<file path="config.mk">
export PLATFORM = sky130hd
export DESIGN_NAME = key_encoder8_3
export DESIGN_NICKNAME = d
export VERILOG_FILES = /design/src/rtl/enc_pkg.sv /design/src/rtl/prio_enc8_3.sv /design/src/rtl/key_encoder8_3.sv
export SDC_FILE = /design/constraint.sdc
export NUM_CORES = 1
export LEC_CHECK = 0
export CAP_MARGIN = 20
export CORE_MARGIN = 2
export CORE_UTILIZATION = 50
export CTS_CLUSTER_DIAMETER = 100
export DETAILED_ROUTE_END_ITERATION = 7
export HOLD_SLACK_MARGIN = 0.12
export PLACE_DENSITY_LB_ADDON = 0.3
export SLEW_MARGIN = 20
export SYNTH_ARGS = -nofsm -noshare
export SYNTH_HDL_FRONTEND = slang
export SYNTH_HIERARCHICAL = 1
export SYNTH_SLANG_ARGS = --single-unit
</file>
<file path="constraint.sdc">
create_clock -name clk -period 2.5 [get_ports clk]
set_clock_uncertainty 0.1 [all_clocks]
set_input_delay 0.25 -clock clk [delete_from_list [all_inputs] [get_ports clk]]
set_output_delay 0.25 -clock clk [all_outputs]
set_load 0.005 [all_outputs]
</file>
<file path="src/rtl/enc_pkg.sv">
// enc_pkg: FSM state encoding and default debounce window for the key encoder.
package enc_pkg;
  typedef enum logic [1:0] {IDLE, SETTLE, HELD} state_t;
  localparam int DEBOUNCE_CYCLES_DEFAULT = 16;
endpackage

</file>
<file path="src/rtl/prio_enc8_3.sv">
// prio_enc8_3: index of the highest set bit of an 8-bit vector (0 when empty).
module prio_enc8_3 (
  input  logic [7:0] v,
  output logic [2:0] y
);
  always_comb
    y = v[7] ? 3'd7 : v[6] ? 3'd6 : v[5] ? 3'd5 : v[4] ? 3'd4 :
        v[3] ? 3'd3 : v[2] ? 3'd2 : v[1] ? 3'd1 : 3'd0;
endmodule

</file>
<file path="src/rtl/key_encoder8_3.sv">
// key_encoder8_3: synchronizes and debounces 8 key lines, then reports the
// highest-priority held key with a one-cycle strobe on each new code.
module key_encoder8_3 import enc_pkg::*; #(
  parameter int DEBOUNCE_CYCLES = DEBOUNCE_CYCLES_DEFAULT
) (
  input  logic       clk,
  input  logic       rst_n,
  input  logic       en,
  input  logic [7:0] d,
  output logic [2:0] code,
  output logic       any_key,
  output logic       strobe
);
  localparam int CW = $clog2(DEBOUNCE_CYCLES);
  localparam logic [CW-1:0] LAST = CW'(DEBOUNCE_CYCLES - 1);
  logic [7:0] sync1, s, s_prev, cv, cv_n;
  logic [CW-1:0] cnt, cnt_n;
  logic [2:0] pc, code_n;
  logic run, cm, cm_n, any_n, strobe_n;
  state_t state, state_n;
  prio_enc8_3 u_prio (.v(cv), .y(pc));
  always_comb begin
    state_n = state;
    cnt_n = cnt;
    cv_n = cv;
    cm_n = 1'b0;
    case (state)
      IDLE: if (s != '0) begin
        state_n = SETTLE;
        cnt_n = '0;
      end
      SETTLE: if (s != s_prev) cnt_n = '0;
      else if (cnt == LAST) begin
        cv_n = s;
        cm_n = 1'b1;
        cnt_n = '0;
        state_n = (s == '0) ? IDLE : HELD;
      end else cnt_n = cnt + 1'b1;
      HELD: if (s != cv) begin
        state_n = SETTLE;
        cnt_n = '0;
      end
      default: state_n = IDLE;
    endcase
    if (!en) begin
      state_n = IDLE;
      cnt_n = '0;
      cv_n = '0;
      cm_n = 1'b0;
    end
  end
  // outputs follow the commit by one cycle so code and strobe move together
  always_comb begin
    code_n = !en ? 3'd0 : cm ? pc : code;
    any_n = en && (cm ? |cv : any_key);
    strobe_n = en && cm && |cv && (!any_key || pc != code);
  end
  // run holds the FSM for one edge after reset release
  always_ff @(posedge clk or negedge rst_n)
    if (!rst_n) begin
      sync1 <= '0;
      s <= '0;
      s_prev <= '0;
      run <= 1'b0;
      state <= IDLE;
      cnt <= '0;
      cv <= '0;
      cm <= 1'b0;
      code <= 3'd0;
      any_key <= 1'b0;
      strobe <= 1'b0;
    end else begin
      sync1 <= d;
      s <= sync1;
      s_prev <= s;
      run <= 1'b1;
      if (run) begin
        state <= state_n;
        cnt <= cnt_n;
        cv <= cv_n;
        cm <= cm_n;
        code <= code_n;
        any_key <= any_n;
        strobe <= strobe_n;
      end
    end
endmodule
</file>
After elaboration in Yosys (flattened, before gate mapping)
Cells that the tools add are included.
- add/subtract/negate cells: 1
- eq/ne operators: 15
- multiplexer cells: 31
- reduce and logical (&&, ||, !) cells: 14
- operators by type and width (kind ; number):
    8-bit two-way mux ; 4
    3-bit two-way mux ; 8
    4-bit two-way mux ; 5
    8-bit inequality test ; 2
    2-bit two-way mux ; 6
    3-bit inequality test (second input constant) ; 4
    4-bit one-hot mux with 3 select lines ; 1
    8-bit logical NOT ; 1
    4-bit AND reduction ; 2
    8-bit nonzero test ; 1
    8-bit OR reduction ; 1
    1-bit two-way mux ; 6
    2-bit by 1-bit inequality test with 1-bit output (second input constant) ; 3
    2-bit one-hot mux with 3 select lines ; 1
    5-bit AND reduction ; 1
    4-bit by 1-bit adder with 4-bit output (second input constant) ; 1
    4-bit equality test (second input constant) ; 1
    1-bit logical AND ; 4
    4-bit by 1-bit inequality test with 1-bit output (second input constant) ; 1
    3-bit inequality test ; 1
    2-bit by 1-bit equality test with 1-bit output (second input constant) ; 1
    2-bit equality test (second input constant) ; 1
    2-bit logical NOT ; 1
    2-bit inequality test (second input constant) ; 1
    other kinds (3) ; 3
- register bits after elaboration: 45
- bits of input ports: 11
- output and inout port bits: 5

Logic depth before layout (Yosys ltp)
Gate-level depths: netlist of the first run.
- word-level depth: 10
- mapped depth: 7

Modules after synthesis
The synthesis of the first run kept the hierarchy.
- modules (own cells, without submodules) (module ; instances ; cells an instance ; area an instance (µm²)):
    key_encoder8_3 ; 1 ; 184 ; 2069.5
    prio_enc8_3 ; 1 ; 10 ; 45.0

Worst setup path after synthesis of the first run
No wires, ideal clock.
- path type: register -> register
- start point: register s[2]
- end point: register cv[4]
- library setup time: 0.126 ns
- arrival time: 1.676 ns
- required time: 2.274 ns
- path slack: 0.598 ns
- cell stages (with the launch flop): 6
- path buffers: 1
- period minus slack after synthesis: 1.902 ns
- cell sequence: dfrtp_1 -> xor2_1 -> nor4_4 -> nand4_2 -> buf_6 -> a311o_1
- longest elaborated chain between the ends: 3
- RTL lines (what ; line ; source):
    start: declaration ; key_encoder8_3.sv:16 ; logic [7:0] sync1, s, s_prev, cv, cv_n;
    start signal: assignment ; key_encoder8_3.sv:74 ; s <= sync1;
    8-bit inequality test ; key_encoder8_3.sv:32 ; SETTLE: if (s != s_prev) cnt_n = '0;
    2-bit inequality test (no source line) ; n/a ;
    4-bit AND reduction (no source line) ; n/a ;
    end signal: assignment ; key_encoder8_3.sv:80 ; cv <= cv_n;
    end: declaration ; key_encoder8_3.sv:16 ;
No other way between the ends.
A chain may end at the register's enable or synchronous reset.

Worst setup path in the final report of the first run
- start point: register s[5]
- end point: register cv[7]
The elaborated chain is that of the path after synthesis.

==> metrics, run 1 <==
setup_tns=0 ns; CTS buffer count=5; worst IR drop on VDD=0.425 mV; RR Startpoint=s[5]; M1 wire length=1.79 mm; status=complete, no violations; # port buffers=15; largest family of logic cells by synthesized area=simple AND/OR/NAND/NOR gates; global-route wire length before repair=7.16 mm; Final ANT Viol Nets=0; CORE AREA=4030 µm²; startpoint type of the worst setup path=register; WP data required=2.58 ns; Clock Latency Late Sink=0.30 ns; Max Slew Vio Count=0; Reg2Reg Depth=4; global placement routability congestion=0.807; sequential share of power=51.5%; Synth Area in Simple Gates=17.7%; Die X=69.0 µm; met3 wire len=99 µm; sw frac=25.9%; nets@finish=229; XOR/XNOR Fraction of Synth Area=8.58%; CTS clk-pin slew, worst paths=0.09 ns; htree depth=2; Netlist Area Pre-Place=2110 µm²; Max stage delay on crit path=0.48 ns; root buffer cell=clkbuf_8; Critical Path Fanout Max=16; critical path arrival=2.22 ns; max-cap violations=0; clock network fraction of design power=36.0%; adder-cell share of the synthesized area=2.96%; slowest CP cell=a311o_1; initial core utilization=52.5%; PwrDens=637 nW/µm²; Post-synth ARST share=100%; Post-Route Utilization=60.8%; met2 routed WL=2.06 mm; Syn Nets=210; GRT Total Usage=18.7%; io pins=16; endpoints failing setup=0; WL per Instance=15.1 µm; ant diodes=0; routed wire length=3.99 mm; Critical Path End Type=register; largest net degree at the start of global routing=46; Synth Area in Compound Gates=12.7%; Primary FF master, synth=dfrtp_1; HPWL Detailed=2.85 mm; Psw=404 µW; #FFs+latches synth=45; routed vias/inst=5.61; CTS Buffer Depth=2; Post-synth EDFFs=0; Crit Path Category=register to register; Hold Crit Class=input port to async pin; vias in the first global route=1564; Clock Sinks=45; unrepaired setup endpoints after global routing=false; Top Layer Used=met4; Iteration-0 DRC Markers=65; Final min period=2.14 ns; Die Y-Extent=69.0 µm; DRC=0; die area=4770 µm²; Seq/Total Area, Yosys=53.3%; Tcrit/Tclk final=85.8%; cts hold-fix bufs=1; Syn Inst Count=194; Mean Syn Cell Area=10.9 µm²; row cnt=23; Hold Vio Cnt, Final=0; post-CTS sizing=0; CP startpoint=s[5]; slew margin rel.=61.7%; Area Growth Syn to Fin=15.9%; yosys warns=6; actual slew at the worst max-slew pin=0.575 ns; post-CTS setup buffers=0; layout cells sized above 1=8.41%; worst path cell trace=xor2_1 -> nor4_4 -> nand4_2 -> a311o_1; total grt overflow=0; mux cell area share after synthesis=0.533%; P_leak=0.00101 µW; number of detailed-route iterations in the first pass=4; combinational power share=12.5%; CTS tree=yes; FMAX=466 MHz; count of different cell masters after synthesis=40; initial antenna violation count=0; detailed-route via count=1481; P_int=1160 µW
[kinds of logic after synthesis]
family,after synthesis
AND/OR/NAND/NOR,66
flip-flops,45
AO/OA/AOI/OAI,36
buffers and inverters,21
XOR/XNOR,19
adder cells (fa/ha/maj),5
other,1
multiplexers,1
[cells in the final DEF, fill, tap and decap left out, types with 3 or more instances in the layout]
cell             Yosys  final
inv_1               13     13
dfrtp_1             45     45
clkbuf_8             0      5
o21ai_0              9      9
a311o_1              8      8
clkdlybuf4s50_1      0     14
nand4_1              3      3
nand2_1             12     12
xor2_1               6      6
a21oi_1              4      4
ha_1                 5      5
xnor2_1             11     11
nor4_1               5      5
nor2_1              14     14
nor2b_1              8      8
nand3_1             14     14
[power groups by stage]
stage	sequential (µW)	combinational, µW	clock, µW
floorplan	806	120	0
global placement	814	180	0
detailed placement	817	191	0
CTS	803	192	580
global route	808	217	624
finish	803	195	562
[path summary, 6_finish.rpt]
| kind | endpoint | slack [ns] |
|---|---|---|
| worst max-delay path | cv[7] | 0.36 |
| max in group asynchronous | code[2] | 1.57 |
| worst min register to register | s[5] | 0.25 |
| min in group clk | s[5] | 0.25 |
| worst min-delay path | strobe | 0.25 |
| worst max register to register | cv[7] | 0.36 |
[critical path, delay by kind of cell (launching register included)]
family          cells  cell delay [ns]
flops               1             0.45
compound gates      1             0.48
xor+xnor            1             0.19
simple gates        2             0.81
[flip-flops by register name, summed over array words and instances, names as in the netlist]
signal	flops
sync1	8
strobe	1
run	1
code	3
cv	8
any_key	1
cm	1
state	2
cnt	4
s	8
s_prev	8
[cell usage after synthesis, drive strengths merged (5+ instances only)]
master	instances	area share, %
ha	5	3.0
xnor2	11	4.6
xor2	8	4.0
nor2	14	2.5
inv	13	2.3
o21ai	9	2.1
nand2	12	2.1
nand3	15	3.8
nor4	7	3.5
clkbuf	5	0.89
dfrtp	45	53
a311o	8	3.8
nor2b	8	2.4
[layout make-up]
cell class,instances,area (µm²)
fill,349,1580
sequential,45,1130
multi-input combinational,128,902
timing repair buffer,19,190
clock buffer,5,68.8
tap,50,62.6
inverter,14,52.6
clock inverter,3,47.5
[layer usage]
layer  vias to the layer above  global-route usage, %
li1                        722                      -
met1                       732                   22.0
met2                        25                   33.0
met3                         2                   4.24
met4                         0                   6.97
met5                         -                      0
[per-stage QoR]
stage / hold WS (ns) / instances / power (µW) / instance area (µm²) / setup WS, ns
global route: 0.262 / 264 / 1650 / 2450 / 0.183
global placement: 0.231 / 254 / 994 / 2300 / 0.459
floorplan: -0.146 / 194 / 926 / 2110 / 0.598
finish: 0.253 / 264 / 1560 / 2450 / 0.355
detailed placement: 0.235 / 254 / 1010 / 2300 / 0.383
CTS: 0.253 / 263 / 1580 / 2430 / 0.358
Note: power is estimated with default switching activity, not from simulation.
==> run 2, diff against run 1 <==
--- a/config.mk
+++ b/config.mk
@@ -7,11 +7,11 @@
 export LEC_CHECK = 0
 export CAP_MARGIN = 20
 export CORE_MARGIN = 2
-export CORE_UTILIZATION = 50
+export CORE_UTILIZATION = 57
 export CTS_CLUSTER_DIAMETER = 100
 export DETAILED_ROUTE_END_ITERATION = 7
 export HOLD_SLACK_MARGIN = 0.12
-export PLACE_DENSITY_LB_ADDON = 0.3
+export PLACE_DENSITY_LB_ADDON = 0.15
 export SLEW_MARGIN = 20
 export SYNTH_ARGS = -nofsm -noshare
 export SYNTH_HDL_FRONTEND = slang
==> metrics, run 2 (synthesis gave the netlist of run 1 again) <==
nets@finish=229 (unchanged); row cnt=22 (was 23); WL per Instance=14.8 µm (was 15.1 µm); CTS Buffer Depth=2 (unchanged); largest net degree at the start of global routing=46 (unchanged); CTS tree=yes (unchanged); total power=1550 µW (was 1560 µW); max-cap violations=0 (unchanged); met1 Use GR=26.1% (was 22.0%); most used routing layer=met2 (unchanged); Reg2Reg Depth=4 (unchanged); grt met3 use=6.42% (was 4.24%); actual slew at the worst max-slew pin=0.954 ns (was 0.575 ns); worst r2r dst=cv[2] (was cv[7]); Critical Path Fanout Max=16 (unchanged); reg2reg setup slack=0.39 ns (was 0.36 ns); FMAX=474 MHz (was 466 MHz); met2 Usage GRT=36.5% (was 33.0%); io pins=16 (unchanged); commonest non-fill, non-tap cell in the layout=dfrtp_1 (unchanged); endpoints failing setup=0 (unchanged); post-CTS sizing=0 (unchanged); vias in the first global route=1534 (was 1564); Hold Crit Depth=0; layout cells sized above 1=8.41% (unchanged); root buffer cell=clkbuf_8 (unchanged); slowest CP cell=a311o_1 (unchanged); ant diodes=0 (unchanged); CTS buffer count=5 (unchanged); critical path arrival=2.19 ns (was 2.22 ns); # port buffers=15 (unchanged); CTS clk-pin slew, worst paths=0.08 ns (was 0.09 ns); worst IR drop on VDD=0.575 mV (was 0.425 mV); Hold Vio Cnt, Final=0 (unchanged); Final min period=2.11 ns (was 2.14 ns); DRC=0 (unchanged); Max Slew Vio Count=0 (unchanged); Clock Latency Late Sink=0.29 ns (was 0.30 ns); post-CTS setup buffers=0 (unchanged); cts hold-fix bufs=1 (unchanged); routed wire length=3.88 mm (was 3.99 mm); CORE AREA=3610 µm² (was 4030 µm²); die area=4210 µm² (was 4770 µm²); total grt overflow=0 (unchanged); startpoint type of the worst setup path=register (unchanged); worst path cell trace=xor2_1 -> nor4_4 -> nand4_2 -> a311o_1 (unchanged); detailed-route via count=1475 (was 1481); P_leak=0.00100 µW (was 0.00101 µW); status=complete, no violations (unchanged); WP data required=2.58 ns (about the same); Critical Path End Type=register (unchanged); number of detailed-route iterations in the first pass=6 (was 4); hold endpoint=s[5]; Crit Path Category=register to register (unchanged); PwrDens=637 nW/µm² (about the same); unrepaired setup endpoints after global routing=false (unchanged); slew margin rel.=36.4% (was 61.7%); global-route wire length before repair=6.84 mm (was 7.16 mm); Area Growth Syn to Fin=15.3% (was 15.9%); initial core utilization=58.6% (was 52.5%); Clock Sinks=45 (unchanged); HP Start=sync1[5]; routed vias/inst=5.63 (was 5.61); Max stage delay on crit path=0.48 ns (about the same); Final ANT Viol Nets=0 (unchanged); Tcrit/Tclk final=84.4% (was 85.8%); setup_tns=0 ns (unchanged); Die Y-Extent=64.9 µm (was 69.0 µm); Die X=64.9 µm (was 69.0 µm); htree depth=2 (unchanged); HPWL Detailed=2.77 mm (was 2.85 mm); most frequent cells in the layout=dfrtp_1 (45), nand3_1 (14), nor2_1 (14), clkdlybuf4s50_1 (14), inv_1 (13) (unchanged); initial antenna violation count=0 (unchanged); Hold Crit Class=register to register (was input port to async pin); RR Startpoint=s[2] (was s[5]); Iteration-0 DRC Markers=75 (was 65); GRT Total Usage=21.5% (was 18.7%); global placement routability congestion=0.808 (was 0.807)
[run 2: cell types whose count changed in the layout (fill, tap and decap cells not counted)]
cell	change
clkbuf_8	+1
clkinvlp_4	+1
buf_4	+1
buf_12	-1
inv_6	-2
[run 2: worst max-delay path by stage]
stage,startpoint,end
2_1_floorplan,s[2],cv[4]
6_report,s[2],cv[2]
3_3_place_gp,s[2],cv[3]
3_5_place_dp,s[2],cv[2]
5_1_grt,s[5],cv[2]
4_1_cts,s[2],cv[2]
[run 2: power by group]
group	switching, µW	leakage, µW	internal, µW
combinational	108	0.000378	85.5
clock	235	0.0000574	325
sequential	36.8	0.000568	763
total	380	0.00100	1170
[run 2: layout make-up]
type | instances | area (µm²)
fillers | 275 | 1170
flip-flops and latches | 45 | 1130
multi-input cells | 128 | 902
repair buffers | 19 | 178
clock buffers | 6 | 82.6
well taps | 48 | 60.1
inverters | 14 | 52.6
clock inverters | 2 | 37.5
[run 2: routing by layer]
| metal | share of wire (%) | vias up | wire length (µm) |
|---|---|---|---|
| met1 | 44 | 726 | 1710 |
| li1 | - | 717 | - |
| met3 | 4.0 | 6 | 157 |
| met5 | 0 | - | 0 |
| met4 | 1.1 | 0 | 44 |
| met2 | 51 | 26 | 1970 |
[run 2: stage by stage]
stage,setup slack [ns],hold WS [ns],cells,util [%],instance area [µm²]
after CTS,0.370,0.257,262,67.6,2440
after global placement,0.461,0.233,253,64.0,2310
final,0.390,0.249,262,67.6,2440
after global routing,0.225,0.260,262,67.6,2440
after floorplan,0.598,-0.146,194,-,2110
after detailed placement,0.380,0.238,253,64.0,2310
[run 2: critical path: cells and delay by family (launching register included)]
kind             cells  cell delay [ns]
AND/OR/NAND/NOR      2             0.78
AO/OA/AOI/OAI        1             0.48
flip-flops           1             0.45
XOR/XNOR             1             0.19
==> RTL edit: new RTL, settings of run 1 <==
Set the package constant `DEBOUNCE_CYCLES_DEFAULT` to 32 (it was 16).
--- a/src/rtl/enc_pkg.sv
+++ b/src/rtl/enc_pkg.sv
@@ -3,3 +3,3 @@
   typedef enum logic [1:0] {IDLE, SETTLE, HELD} state_t;
-  localparam int DEBOUNCE_CYCLES_DEFAULT = 16;
+  localparam int DEBOUNCE_CYCLES_DEFAULT = 32;
 endpackage
Check against the original RTL: same outputs for any inputs over 10 cycles, from zero or initial values and one cycle with rst_n low; that may be too few to reach the edited logic, so the function may still have changed.
==> RTL edit against run 1 <==
- routed wire length fell by 4.7%
- synthesized area down 1.9%
- sequential share of layout area rose by 2.2 points
- largest cell class unchanged
- cell area shrank 2.3%
- setup slack lost 150 ps
- sequential cell count increased by 1
- critical path type unchanged
- power grew 11%
==> RTL edit: results (changes against run 1) <==
* Outcome: finished, final reports clean (unchanged)
- The number of register bits inferred by synthesis came to 46 (was 45).
* Non-filler instance count after layout: 262 (was 264)
- The reg2reg setup slack came to 200 ps (was 360 ps).
- Reg2reg path depth: 6 (was 4)
* Buffer share of cell area: 7.22% (was 7.76%)
* Layout clock area frac: 4.76% (was 4.75%)
- Place WS: 260 ps (was 383 ps)
* Commonest cells in the synthesized netlist: 46 x sky130_fd_sc_hd__dfrtp_1, 22 x sky130_fd_sc_hd__inv_1, 18 x sky130_fd_sc_hd__nand2_1 (was 45 x sky130_fd_sc_hd__dfrtp_1, 14 x sky130_fd_sc_hd__nand3_1, 14 x sky130_fd_sc_hd__nor2_1)
- The number of vias after detailed routing is 1463 (was 1481).
- Sequential fraction of the synthesis area: 55.5% (was 53.3%)
- The highest-delay cell along the critical path is sky130_fd_sc_hd__nor3_2 (was sky130_fd_sc_hd__a311o_1).
- Period utilisation layout: 91.8% (was 85.8%)
* Number of different library cells in the post-synthesis netlist: 33 (was 40)
- The total wirelength of the detailed-routed design was 3800 um (was 3990 um).
* Number of fill cells in the layout: 332 (was 349)
- Class of the tightest hold or removal check: flip-flop to flip-flop (was primary input to asynchronous set/reset pin)
- The number of non-clock buffers in the layout is 18 (was 19).
- Start point of the critical path: cnt[0] (was s[5])
* Violation count after the first detailed-routing iteration: 105 (was 65)
* End of the worst register-to-register path: cv[6] (was cv[7])
* Worst VDD drop: 0.465 mV (was 0.425 mV)
- Total net switching power: 0.486 mW (was 0.404 mW)
- Number of global-route vias before repair: 1441 (was 1564)
- The placed instance count was 253 (was 254).
- Number of non-clock inverters: 23 (was 14)
* Maximum net fanout on the critical path: 17 (was 16)
* Multi-input combinational cell count: 117 (was 128)
* Sequential cell area: 0.00115 mm^2 (was 0.00113 mm^2)
- The area of the core region was 0.00400 mm^2 (was 0.00403 mm^2).
* Hold slack: 246 ps (was 253 ps)
- The post-layout net count came to 228 (was 229).
* Max stage delay on crit path: 720 ps (was 480 ps)
- Wire length of the first global-routing pass: 6470 um (was 7160 um)
==> RTL edit: logic make-up after synthesis <==
kind of cell	count (synthesis)	share of synthesized area (%)
XOR/XNOR	19	8.02
AND/OR/NAND/NOR	55	14.1
other	1	0.181
flip-flops	46	55.5
AO/OA/AOI/OAI	32	11.0
buffers and inverters	31	5.67
adder cells (fa/ha/maj)	6	3.62
multiplexers	4	1.93
==> RTL edit: metal layers <==
| metal | vias to the layer above | wire length, um | GRT usage [%] |
|---|---|---|---|
| li1 | 710 | - | - |
| met5 | - | 0 | 0 |
| met1 | 712 | 1720 | 24.3 |
| met3 | 4 | 163 | 4.93 |
| met2 | 37 | 1870 | 31.7 |
| met4 | 0 | 36 | 7.00 |
==> RTL edit: power groups by stage <==
stage	sequential, mW	clock, mW	combinational (mW)
finish	0.880	0.549	0.306
global route	0.891	0.594	0.346
CTS	0.880	0.563	0.308
detailed placement	0.896	0	0.303
global placement	0.889	0	0.290
floorplan	0.875	0	0.213
